--- src/rtl/pc_sequencer_if.sv ---
// Fetch-stage bundle between the PC sequencer, EX-stage branch resolution,
// the hazard unit and instruction memory.
interface pc_sequencer_if;
    logic        stall_i;
    logic        br_valid_i;
    logic        br_taken_i;
    logic [31:0] br_pc_i;
    logic [31:0] br_offset_i;
    logic        imem_ready_i;
    logic        imem_req_o;
    logic [31:0] pc_o;
    logic [31:0] pc_plus4_o;
    logic        fetch_valid_o;
    logic        if_flush_o;
    logic        id_flush_o;
    logic [1:0]  state_o;

    // The sequencer masters the fetch address towards instruction memory.
    modport master (
        input  stall_i, br_valid_i, br_taken_i, br_pc_i, br_offset_i, imem_ready_i,
        output imem_req_o, pc_o, pc_plus4_o, fetch_valid_o, if_flush_o, id_flush_o, state_o
    );

    modport slave (
        output stall_i, br_valid_i, br_taken_i, br_pc_i, br_offset_i, imem_ready_i,
        input  imem_req_o, pc_o, pc_plus4_o, fetch_valid_o, if_flush_o, id_flush_o, state_o
    );
endinterface

--- src/rtl/pc_sequencer.sv ---
// Fetch-stage PC controller: sequential +4 fetch, stall/imem-wait hold,
// branch redirect (immediate or pending behind an in-flight fetch) and IF/ID flush.
module pc_sequencer #(
    parameter logic [31:0] RESET_PC = 32'h0000_0000
) (
    input  logic           clk,
    input  logic           reset,
    pc_sequencer_if.master bus
);

    typedef enum logic [1:0] {
        ST_BOOT = 2'd0,
        ST_RUN  = 2'd1,
        ST_WAIT = 2'd2,
        ST_PEND = 2'd3
    } state_t;

    state_t      state_q, state_d;
    logic [31:0] pc_q, pc_d;
    logic [31:0] pend_q, pend_d;
    logic        flush_q, flush_d;

    logic        redirect;
    logic [31:0] target;
    logic [31:0] pc_plus4;

    assign redirect = bus.br_valid_i & bus.br_taken_i;
    // Top two offset bits fall off the shift; the add wraps mod 2^32.
    assign target   = bus.br_pc_i + {bus.br_offset_i[29:0], 2'b00};
    assign pc_plus4 = pc_q + 32'd4;

    // NOTE: state registers use non-blocking assignments so every flop samples
    // pre-edge values; reset is asynchronous so outputs settle on assertion.
    always_ff @(posedge clk or posedge reset) begin
        if (reset) begin
            state_q <= ST_BOOT;
            pc_q    <= RESET_PC;
            pend_q  <= 32'h0000_0000;
            flush_q <= 1'b0;
        end else begin
            state_q <= state_d;
            pc_q    <= pc_d;
            pend_q  <= pend_d;
            flush_q <= flush_d;
        end
    end

    // NOTE: every signal driven here gets a default first, so no path leaves
    // it unassigned and no latch is inferred.
    always_comb begin
        state_d = state_q;
        pc_d    = pc_q;
        pend_d  = pend_q;
        flush_d = 1'b0;

        unique case (state_q)
            ST_BOOT: state_d = ST_RUN;

            ST_RUN, ST_WAIT: begin
                if (redirect) begin
                    flush_d = 1'b1;
                    if (bus.imem_ready_i) begin
                        pc_d    = target;
                        state_d = ST_RUN;
                    end else begin
                        // Fetch at pc_q still in flight: park the target.
                        pend_d  = target;
                        state_d = ST_PEND;
                    end
                end else if (!bus.imem_ready_i) begin
                    state_d = ST_WAIT;
                end else begin
                    state_d = ST_RUN;
                    if (!bus.stall_i) pc_d = pc_plus4;
                end
            end

            ST_PEND: begin
                if (redirect) begin
                    flush_d = 1'b1;
                    if (bus.imem_ready_i) begin
                        pc_d    = target;
                        state_d = ST_RUN;
                    end else begin
                        pend_d  = target;
                    end
                end else if (bus.imem_ready_i) begin
                    pc_d    = pend_q;
                    state_d = ST_RUN;
                end
            end

            default: state_d = ST_BOOT;
        endcase
    end

    assign bus.pc_o          = pc_q;
    assign bus.pc_plus4_o    = pc_plus4;
    assign bus.imem_req_o    = (state_q != ST_BOOT);
    assign bus.fetch_valid_o = bus.imem_ready_i & ~redirect &
                               ((state_q == ST_RUN) | (state_q == ST_WAIT));
    assign bus.if_flush_o    = flush_q;
    assign bus.id_flush_o    = flush_q;
    assign bus.state_o       = state_q;

endmodule

--- src/flat_wrapper.sv ---
// flat-port wrapper written by rule: the top's interface ports become plain ports
module pc_sequencer_flat 
#(
    parameter logic [31:0] RESET_PC = 32'h0000_0000
)
  (clk, reset, bus_stall_i, bus_br_valid_i, bus_br_taken_i, bus_br_pc_i, bus_br_offset_i, bus_imem_ready_i, bus_imem_req_o, bus_pc_o, bus_pc_plus4_o, bus_fetch_valid_o, bus_if_flush_o, bus_id_flush_o, bus_state_o);
  pc_sequencer_if bus_i ();
  input  logic clk;
  input  logic reset;
  input wire logic [$bits(bus_i.stall_i)-1:0] bus_stall_i;
  input wire logic [$bits(bus_i.br_valid_i)-1:0] bus_br_valid_i;
  input wire logic [$bits(bus_i.br_taken_i)-1:0] bus_br_taken_i;
  input wire logic [$bits(bus_i.br_pc_i)-1:0] bus_br_pc_i;
  input wire logic [$bits(bus_i.br_offset_i)-1:0] bus_br_offset_i;
  input wire logic [$bits(bus_i.imem_ready_i)-1:0] bus_imem_ready_i;
  output wire logic [$bits(bus_i.imem_req_o)-1:0] bus_imem_req_o;
  output wire logic [$bits(bus_i.pc_o)-1:0] bus_pc_o;
  output wire logic [$bits(bus_i.pc_plus4_o)-1:0] bus_pc_plus4_o;
  output wire logic [$bits(bus_i.fetch_valid_o)-1:0] bus_fetch_valid_o;
  output wire logic [$bits(bus_i.if_flush_o)-1:0] bus_if_flush_o;
  output wire logic [$bits(bus_i.id_flush_o)-1:0] bus_id_flush_o;
  output wire logic [$bits(bus_i.state_o)-1:0] bus_state_o;
  assign bus_i.stall_i = bus_stall_i;
  assign bus_i.br_valid_i = bus_br_valid_i;
  assign bus_i.br_taken_i = bus_br_taken_i;
  assign bus_i.br_pc_i = bus_br_pc_i;
  assign bus_i.br_offset_i = bus_br_offset_i;
  assign bus_i.imem_ready_i = bus_imem_ready_i;
  assign bus_imem_req_o = bus_i.imem_req_o;
  assign bus_pc_o = bus_i.pc_o;
  assign bus_pc_plus4_o = bus_i.pc_plus4_o;
  assign bus_fetch_valid_o = bus_i.fetch_valid_o;
  assign bus_if_flush_o = bus_i.if_flush_o;
  assign bus_id_flush_o = bus_i.id_flush_o;
  assign bus_state_o = bus_i.state_o;
  pc_sequencer #(.RESET_PC(RESET_PC)) u_core (.clk(clk), .reset(reset), .bus(bus_i));
endmodule
--- config.mk ---
export PLATFORM = sky130hd
export DESIGN_NAME = pc_sequencer_flat
export DESIGN_NICKNAME = d
export VERILOG_FILES = /design/src/rtl/pc_sequencer_if.sv /design/src/rtl/pc_sequencer.sv /design/src/flat_wrapper.sv
export SDC_FILE = /design/constraint.sdc
export NUM_CORES = 1
export LEC_CHECK = 0
export BUFFER_PORTS_ARGS = -buffer_cell sky130_fd_sc_hd__buf_2
export CAP_MARGIN = 20
export CORE_MARGIN = 4
export CORE_UTILIZATION = 56
export CTS_BUF_LIST = sky130_fd_sc_hd__clkbuf_8
export DETAILED_ROUTE_END_ITERATION = 6
export PLACE_DENSITY = 0.93
export SETUP_SLACK_MARGIN = 0.4
export SYNTH_ARGS = -nofsm -noshare
export SYNTH_HDL_FRONTEND = slang
export SYNTH_SLANG_ARGS = --single-unit
--- constraint.sdc ---
create_clock -name clk -period 3 [get_ports clk]
set_input_delay 0.75 -clock clk [delete_from_list [all_inputs] [get_ports clk]]
set_output_delay 0.75 -clock clk [all_outputs]
set_load 0.005 [all_outputs]
Word-level counts from Yosys, hierarchy flattened
Cells that the tools add are included.
W data, S select, Z words.
- word-level logic and storage cells: 40
- register bits after elaboration: 67
- input bits: 70
- equal/unequal tests: 7
- muxes and demuxes: 14
- reductions and logical operators: 7
- bitwise gates (word level): 6
- add/subtract/negate cells: 2
- operators by type and width (operator ; number):
    $mux W32 ; 6
    $pmux W32 S2 ; 1
    $add A32 B3 Y32 const B ; 1
    $add A32 B32 Y32 ; 1
    $ne A3 B2 Y1 const B ; 3
    $mux W2 ; 4
    $pmux W2 S3 ; 1
    $eq A2 B2 Y1 const B ; 2
    $reduce_and A4 Y1 ; 1
    $reduce_bool A2 Y1 ; 2
    $and A1 B1 Y1 ; 3
    $reduce_and A3 Y1 ; 1
    $reduce_or A3 Y1 ; 1
    $eq A2 B1 Y1 const B ; 1
    $logic_not A2 Y1 ; 1
    $mux W1 ; 2
    $ne A2 B2 Y1 const B ; 1
    $not A1 Y1 ; 2
    $reduce_or A2 Y1 ; 1
    $or A1 B1 Y1 ; 1

Logic depth before layout (Yosys ltp)
Gate-level depths: netlist of run 1.
- depth after elaboration: 5
- depth in mapped cells: 11
- gate-level depth less buffers: 11

Least setup slack after synthesis of run 1
No wires, ideal clock.
- kind: in2reg
- start point: input bus_br_offset_i[0]
- end point: register u_core.pc_q[30], in the netlist u_core.bus.pc_o[30]
- library setup time: 0.069 ns
- data required time: 2.931 ns
- stages on the path: 11
- path buffers: 0
- slack: 0.224 ns
- data arrival time: 2.706 ns
- cells stage by stage: ha_1 inv_1 fa_1 nor2b_1 o2111ai_1 nand3_1 a31oi_4 o211ai_2 a21oi_2 or4_1 nand3_1
- word-level cells in the longest chain between the ends: 4
- RTL lines (what ; RTL line ; RTL):
    start, declared ; flat_wrapper.sv:14 ; input wire logic [$bits(bus_i.br_offset_i)-1:0] bus_br_offset_i;
    $add A32 B32 Y32 * ; pc_sequencer.sv:29 ; assign target = bus.br_pc_i + {bus.br_offset_i[29:0], 2'b00};
    $mux W32 * ; pc_sequencer.sv:62, pc_sequencer.sv:81 ;
    $mux W32, on equally long branches ; pc_sequencer.sv:79, pc_sequencer.sv:60 ;
    $pmux W32 S2 * ; pc_sequencer.sv:56 ; unique case (state_q)
    end signal, assigned ; pc_sequencer.sv:42 ; pc_q <= pc_d;
    end, declared ; pc_sequencer.sv:19 ; logic [31:0] pc_q, pc_d;
Every way passes the cells marked *; elsewhere a longest branch is shown, timed or not.
A chain may end at the register's enable or synchronous reset.

Worst setup path after layout of run 1
- start point: register u_core.pc_q[11], in the netlist u_core.bus.pc_o[11]
- end point: output bus_pc_plus4_o[31]
- word-level cells in the longest chain between the ends: 1
- RTL lines (what ; RTL line ; RTL):
    $add A32 B3 Y32 ; pc_sequencer.sv:30 ; assign pc_plus4 = pc_q + 32'd4;
    end, declared ; flat_wrapper.sv:18 ; output wire logic [$bits(bus_i.pc_plus4_o)-1:0] bus_pc_plus4_o;
Every way passes these cells.

==> results of run 1 <==
==> Yosys cell counts (15+ instances only) <==
| master | n | share of area [%] |
|---|---|---|
| a21oi_1 | 55 | 5.1 |
| and3_1 | 15 | 1.7 |
| clkbuf_1 | 19 | 1.3 |
| dfrtp_1 | 67 | 31 |
| ha_1 | 33 | 7.7 |
| mux2_2 | 16 | 3.4 |
| nand2_1 | 67 | 4.7 |
| nand3_1 | 27 | 2.5 |
| nor2_1 | 38 | 2.7 |
| o21ai_0 | 55 | 5.1 |
| o22ai_1 | 15 | 1.7 |
| xnor2_1 | 26 | 4.2 |
| xor2_1 | 26 | 4.2 |
==> through the flow <==
| stage | utilization (%) | std cells | power [mW] | hold WS, ns |
|---|---|---|---|---|
| floorplan | - | 624 | 3.323 | 0.4460 |
| global placement | 68.15 | 883 | 4.218 | 0.4602 |
| detailed placement | 68.15 | 883 | 4.375 | 0.4710 |
| CTS | 75.53 | 937 | 5.541 | 0.3658 |
| global route | 80.53 | 960 | 6.381 | 0.3772 |
| finish | 80.53 | 960 | 6.115 | 0.3468 |
==> sequential cells by signal, indices dropped and copies added (netlist names) <==
| register | flops |
|---|---|
| u_core.bus.pc_o | 32 |
| u_core.bus.state_o | 2 |
| u_core.bus.id_flush_o | 1 |
| u_core.pend_q | 32 |
==> area by class of cell <==
class                           count  area (sq um)
Clock inverter                      7         101.3
Timing Repair Buffer              222          1380
Fill cell                         551          1808
Tap cell                          129         161.4
Inverter                           14         52.55
Sequential cell                    67          1700
Multi-Input combinational cell    512          3956
Clock buffer                        9         123.9
==> cells by family (layout without fill, tap and decap cells) <==
family / after synthesis / in the layout
xor+xnor: 53 / 53
simple gates: 200 / 200
flops: 67 / 67
buf+inv: 45 / 252
fa+ha+maj: 34 / 34
compound gates: 198 / 198
mux: 27 / 27
==> repair_timing <==
| item | CTS | global route |
|---|---|---|
| setup buffers | 38 | 23 |
| resized for setup | 49 | 62 |
| endpoints found under the setup margin | 29 | 51 |
| pin swaps | 20 | 49 |
==> worst max-delay path: stages, from the launching register on <==
cell and delay (ns):
dfrtp_2 0.37, nand4_1 0.37, nor4_4 0.45, nand2_4 0.13, nor2_4 0.17, and3_4 0.22, xor2_2 0.17, buf_2 0.14
==> final timing paths <==
kind	from	end	slack, ns
max in group asynchronous	reset	u_core.bus.pc_o[14]$_DFFE_PP0P_	1.91
worst min-delay path	reset	u_core.bus.id_flush_o$_DFF_PP0_	0.35
min in group clk	u_core.pend_q[5]$_DFFE_PP0P_	u_core.pend_q[5]$_DFFE_PP0P_	0.50
worst max register to register	u_core.bus.pc_o[11]$_DFFE_PP0P_	u_core.bus.pc_o[21]$_DFFE_PP0P_	0.17
worst max-delay path	u_core.bus.pc_o[11]$_DFFE_PP0P_	bus_pc_plus4_o[31]	-0.15
worst min register to register	u_core.pend_q[5]$_DFFE_PP0P_	u_core.pend_q[5]$_DFFE_PP0P_	0.50
==> metal layers <==
metal	GRT usage, %	wire, um
met5	0	0
met4	20.54	1692
met3	6.132	2353
met2	56.10	9906
met1	37.59	7302
==> power groups by stage <==
stage	combinational [mW]	clock [mW]	sequential [mW]
2_1_floorplan	1.67	0	1.65
3_3_place_gp	2.53	0	1.69
3_5_place_dp	2.65	0	1.73
4_1_cts	3.04	0.855	1.64
5_1_grt	3.70	0.909	1.77
6_report	3.49	0.885	1.74
==> reports/results.tsv, run 1 <==
metric	value	unit
outcome	finished, violations left	
failing checks	design-rule violations, negative setup slack	
hold_buf cts	0	
I/O Pins	140	
max-slew violations	0	
worst-margin pin slew	0.8002	ns
starting density of the core	57.80	%
Iter 0 DRT Violations	765	
fmax	317.3	MHz
Synth Area in Adders	8.067	%
MaxCap Viol Count	0	
share of layout cells above drive strength 1	43.20	%
mux share of post-synthesis cell area	5.409	%
P_int	3.314	mW
die height	105.9	um
hpwl dp	12450	um
worst-skew pair later-pin latency	0.37	ns
Cell Area, Placed	6327	sq um
TritonCTS buffer count	9	
Setup crit start kind	register	
grt ovf	0	
cell area after layout	7476	sq um
clock share of power	14.5	%
Die Width	105.9	um
Post-Syn Area	5366	sq um
RSZ-0062 raised after global routing	yes	
most common cell after layout, fill and taps aside	buf_2	
Cells after Synth	624	
Synth Area in Compound Gates	23.43	%
CORE AREA	9284	sq um
WL/cell	22.14	um
Synth async-reset ratio	100.0	%
synthesized area per cell	8.600	sq um
worst r2r path cells	15	
Setup TNS	-0.5442	ns
drt pass-1 iters	7	
area growth from synthesis to layout	39.31	%
TritonCTS clock tree	yes	
I/O Buffers	137	
Setup WS pre-CTS	-0.0005658	ns
post-synth cell types	73	
CTS root buf	clkbuf_8	
P_sw	2.801	mW
Crit Path Class	reg2out	
Total GRT Usage	32.72	%
Logic pwr share	57.0	%
worst hold path class	in2async	
final setup vio count	8	
clk_skew	0.01525	ns
syn nets	728	
num rows	35	
drt via density	6.686	
nets	930	
VDD IR max	0.5140	mV
prevailing post-synth register cell	dfrtp_1	
Pwr Density	818.0	nW/um^2
routed via count	6419	
P_leak	3.524	nW
worst-case clock buffer depth	2	
largest net degree at the start of global routing	37	
Sequential Power Share	28.5	%
die footprint	11210	sq um
H-tree depth	3	
yosys warns	0	
first-pass GRT wire length	29620	um
Post-Route WL	21250	um
Final WS setup	-0.1514	ns
crit path max fanout	2	
antenna violations before repair	0	
fraction of power spent switching nets	45.80	%
crit path capture type	output pin	
Final Hold Viols	0	
CTS clk-pin slew, worst paths	0.09	ns
Post-route DRC	20	
vias in the first global route	6096	
final worst-path cycle share	105.0	%
clock sinks	67	
antenna fix cells	0	
commonest cells after routing, fill and taps aside	buf_2 (131), buf_4 (80), nand2_1 (62)	
simple-gate share of the synthesized area	19.47	%
Final ANT Viol Nets	0	
Arrival @ worst endpoint	2.40	ns
sequential-to-total area share from yosys stat	31.24	%
min cycle time layout	3.151	ns
Req. time, crit path	2.25	ns
Synth Area in XOR/XNOR	8.790	%
main combinational cell family by area after synthesis	compound AO/OA/AOI/OAI gates	
Worst slew margin	46.09	%
number of flops mapped to enable cells by yosys	0	
register bit total from synthesis	67	
gp weighted congestion	0.9281	
No activity file was read; power rests on OpenSTA's default activity.
==> inputs of run 2 (changes only) <==
--- a/config.mk
+++ b/config.mk
@@ -7,6 +7,7 @@
 export LEC_CHECK = 0
 export BUFFER_PORTS_ARGS = -buffer_cell sky130_fd_sc_hd__buf_2
 export CAP_MARGIN = 20
+export CORE_ASPECT_RATIO = 1.25
 export CORE_MARGIN = 4
 export CORE_UTILIZATION = 56
 export CTS_BUF_LIST = sky130_fd_sc_hd__clkbuf_8
==> run 2 against run 1 <==
Against the previous run: the run ends with design-rule violations left; fmax rose by 7.9%; total power fell by 5.8%; global-route usage fell by 0.22 points; first-iteration DRC count fell by 8.0%; final area fell by 1.8%; sequential share of layout area rose by 0.25 points; core utilization fell by 1.3 points; flip-flop and latch count did not move.
==> reports/results.tsv, run 2 (synthesis gave the netlist of run 1 again) <==
metric	value	unit	change
vias in the first global route	6017		was 6096
Setup crit start kind	register		unchanged
Final Hold Viols	0		unchanged
final worst-path cycle share	97.34	%	was 105.0%
antenna fix cells	0		unchanged
max-slew violations	0		unchanged
Post-route DRC	1		was 20
TritonCTS clock tree	yes		unchanged
worst-margin pin slew	0.5493	ns	was 0.8002 ns
min cycle time layout	2.920	ns	was 3.151 ns
crit path capture type	output pin		unchanged
share of layout cells above drive strength 1	40.53	%	was 43.20%
CTS clk-pin slew, worst paths	0.08	ns	was 0.09 ns
area growth from synthesis to layout	36.79	%	was 39.31%
Iter 0 DRT Violations	704		was 765
largest net degree at the start of global routing	29		was 37
die height	117.4	um	was 105.9 um
commonest cells after routing, fill and taps aside	buf_2 (134), buf_4 (69), nand2_1 (64)		was buf_2 (131), buf_4 (80), nand2_1 (62)
wl on met1	6713	um	was 7302 um
VDD IR max	0.3457	mV	was 0.5140 mV
hpwl dp	12750	um	was 12450 um
RSZ-0062 raised after global routing	yes		unchanged
failing checks	design-rule violations		was design-rule violations, negative setup slack
worst-case clock buffer depth	2		unchanged
Die Width	95.56	um	was 105.9 um
DR top layer	met4		unchanged
drt via density	6.577		was 6.686
I/O Pins	140		unchanged
Cell Count, Final, Fillers Out	947		was 960
CP Cell Sequence	buf_6 -> ha_4 -> inv_4 -> nor4_4 -> buf_4 -> nand3_4 -> nor2_4 -> xor2_1 -> buf_2		was nand4_1 -> nor4_4 -> nand2_4 -> nor2_4 -> and3_4 -> xor2_2 -> buf_2
num rows	39		was 35
Placed Instances	886		was 883
crit path max fanout	4		was 2
Total GRT Usage	32.51	%	was 32.72%
drt pass-1 iters	7		unchanged
antenna violations before repair	0		unchanged
final setup vio count	0		was 8
Worst slew margin	63.25	%	was 46.09%
Worst path slowest cell	dfrtp_1		was nor4_4
filler cell count	557		was 551
Multi-input gate area	3921	sq um	was 3956 sq um
hold_buf cts	0		unchanged
WL met2	9716	um	was 9906 um
routed via count	6228		was 6419
fmax	342.5	MHz	was 317.3 MHz
starting density of the core	57.88	%	was 57.80%
first-pass GRT wire length	28940	um	was 29620 um
most common cell after layout, fill and taps aside	buf_2		unchanged
P_leak	3.505	nW	was 3.524 nW
CTS root buf	clkbuf_8		unchanged
Post-Route WL	19770	um	was 21250 um
Final ANT Viol Nets	0		unchanged
clk_skew	0.01660	ns	was 0.01525 ns
worst hold path class	in2async		unchanged
grt ovf	0		unchanged
clock sinks	67		unchanged
DR WL met3	1844	um	was 2353 um
MaxCap Viol Count	0		unchanged
Pwr Density	785.1	nW/um^2	was 818.0 nW/um^2
total area of sequential cells	1688	sq um	was 1700 sq um
Arrival @ worst endpoint	2.17	ns	was 2.40 ns
outcome	finished, violations left		unchanged
Setup TNS	0	ns	was -0.5442 ns
die footprint	11220	sq um	was 11210 sq um
TritonCTS buffer count	9		unchanged
Crit Path Class	reg2out		unchanged
CORE AREA	9271	sq um	was 9284 sq um
Req. time, crit path	2.25	ns	about the same
WL/cell	20.87	um	was 22.14 um
H-tree depth	3		unchanged
I/O Buffers	137		unchanged
gp weighted congestion	0.9464		was 0.9281
worst-skew pair later-pin latency	0.36	ns	was 0.37 ns
delay of the slowest critical-path stage	0.37	ns	was 0.45 ns
nets	924		was 930
run 2: changes by cell type in the layout (fill, tap and decap cells not counted), moves of 3 or more:
cell     previous run  this run
buf_2             131       134
dfrtp_1            48        58
buf_4              80        69
dfrtp_2            19         9
inv_1              11        14
nand3_4             5         2
a21oi_2             3         6
run 2: critical path, delay by kind of cell, from the launching register on:
| family | cells | cell delay [ns] |
|---|---|---|
| buffers and inverters | 4 | 0.48 |
| adders and majority gates | 1 | 0.15 |
| DFF | 1 | 0.37 |
| and+or+nand+nor | 3 | 0.64 |
| xor gates and xnor gates | 1 | 0.17 |
run 2: stage by stage:
step                      hold slack, ns  worst slack [ns]  power [mW]  instance area (sq um)  util (%)
after floorplan                   0.4460            0.3662       3.323                   5440         -
after global placement            0.4584           0.05644       4.264                   6387     68.89
after detailed placement          0.4676          -0.04291       4.414                   6387     68.89
after CTS                         0.3783            0.1395       5.394                   6958     75.05
after global routing              0.3946          -0.02251       6.070                   7341     79.18
final                             0.3633           0.07993       5.763                   7341     79.18
run 2: final cells by class:
cell class              count  share of cell area [%]
multi-input cells         512                   53.42
flip-flops and latches     67                   22.99
repair buffers            216                   18.36
well taps                 123                   2.096
clock buffers               9                   1.687
inverters                  14                  0.7500
clock inverters             6                  0.6988
run 2: path summary, 6_finish.rpt:
kind	end	slack (ns)	startpoint	cells past startpoint
setup / recovery	bus_pc_plus4_o[28]	0.08	u_core.bus.pc_o[2]$_DFFE_PP0P_	9
setup reg to reg	u_core.bus.pc_o[8]$_DFFE_PP0P_	0.63	u_core.bus.state_o[0]$_DFFE_PP0P_	8
hold reg to reg	u_core.pend_q[18]$_DFFE_PP0P_	0.49	u_core.pend_q[18]$_DFFE_PP0P_	2
max in group asynchronous	u_core.bus.pc_o[15]$_DFFE_PP0P_	1.89	reset	3
min in group clk	u_core.pend_q[18]$_DFFE_PP0P_	0.49	u_core.pend_q[18]$_DFFE_PP0P_	2
hold / removal	u_core.pend_q[7]$_DFFE_PP0P_	0.36	reset	2
run 2: metal layers:
metal  vias to the layer above  global-route usage, %
met1                      2918                  35.45
li1                       2686                      -
met3                       154                  6.402
met5                         -                      0
met4                         0                  21.89
met2                       470                  55.20
run 2: repair_timing:
item / 4_1_cts / 5_1_grt
endpoints found under the setup margin: 27 / 54
pin swaps: 20 / 43
gates resized for setup: 44 / 50
hold endpoints to repair: 0 / 0
buffers inserted: 27 / 19
run 2: where the power goes:
part	leakage, nW	internal [mW]	switching, mW
Combinational	2.60	1.51	1.79
Sequential	0.807	1.31	0.446
Clock	0.103	0.367	0.343
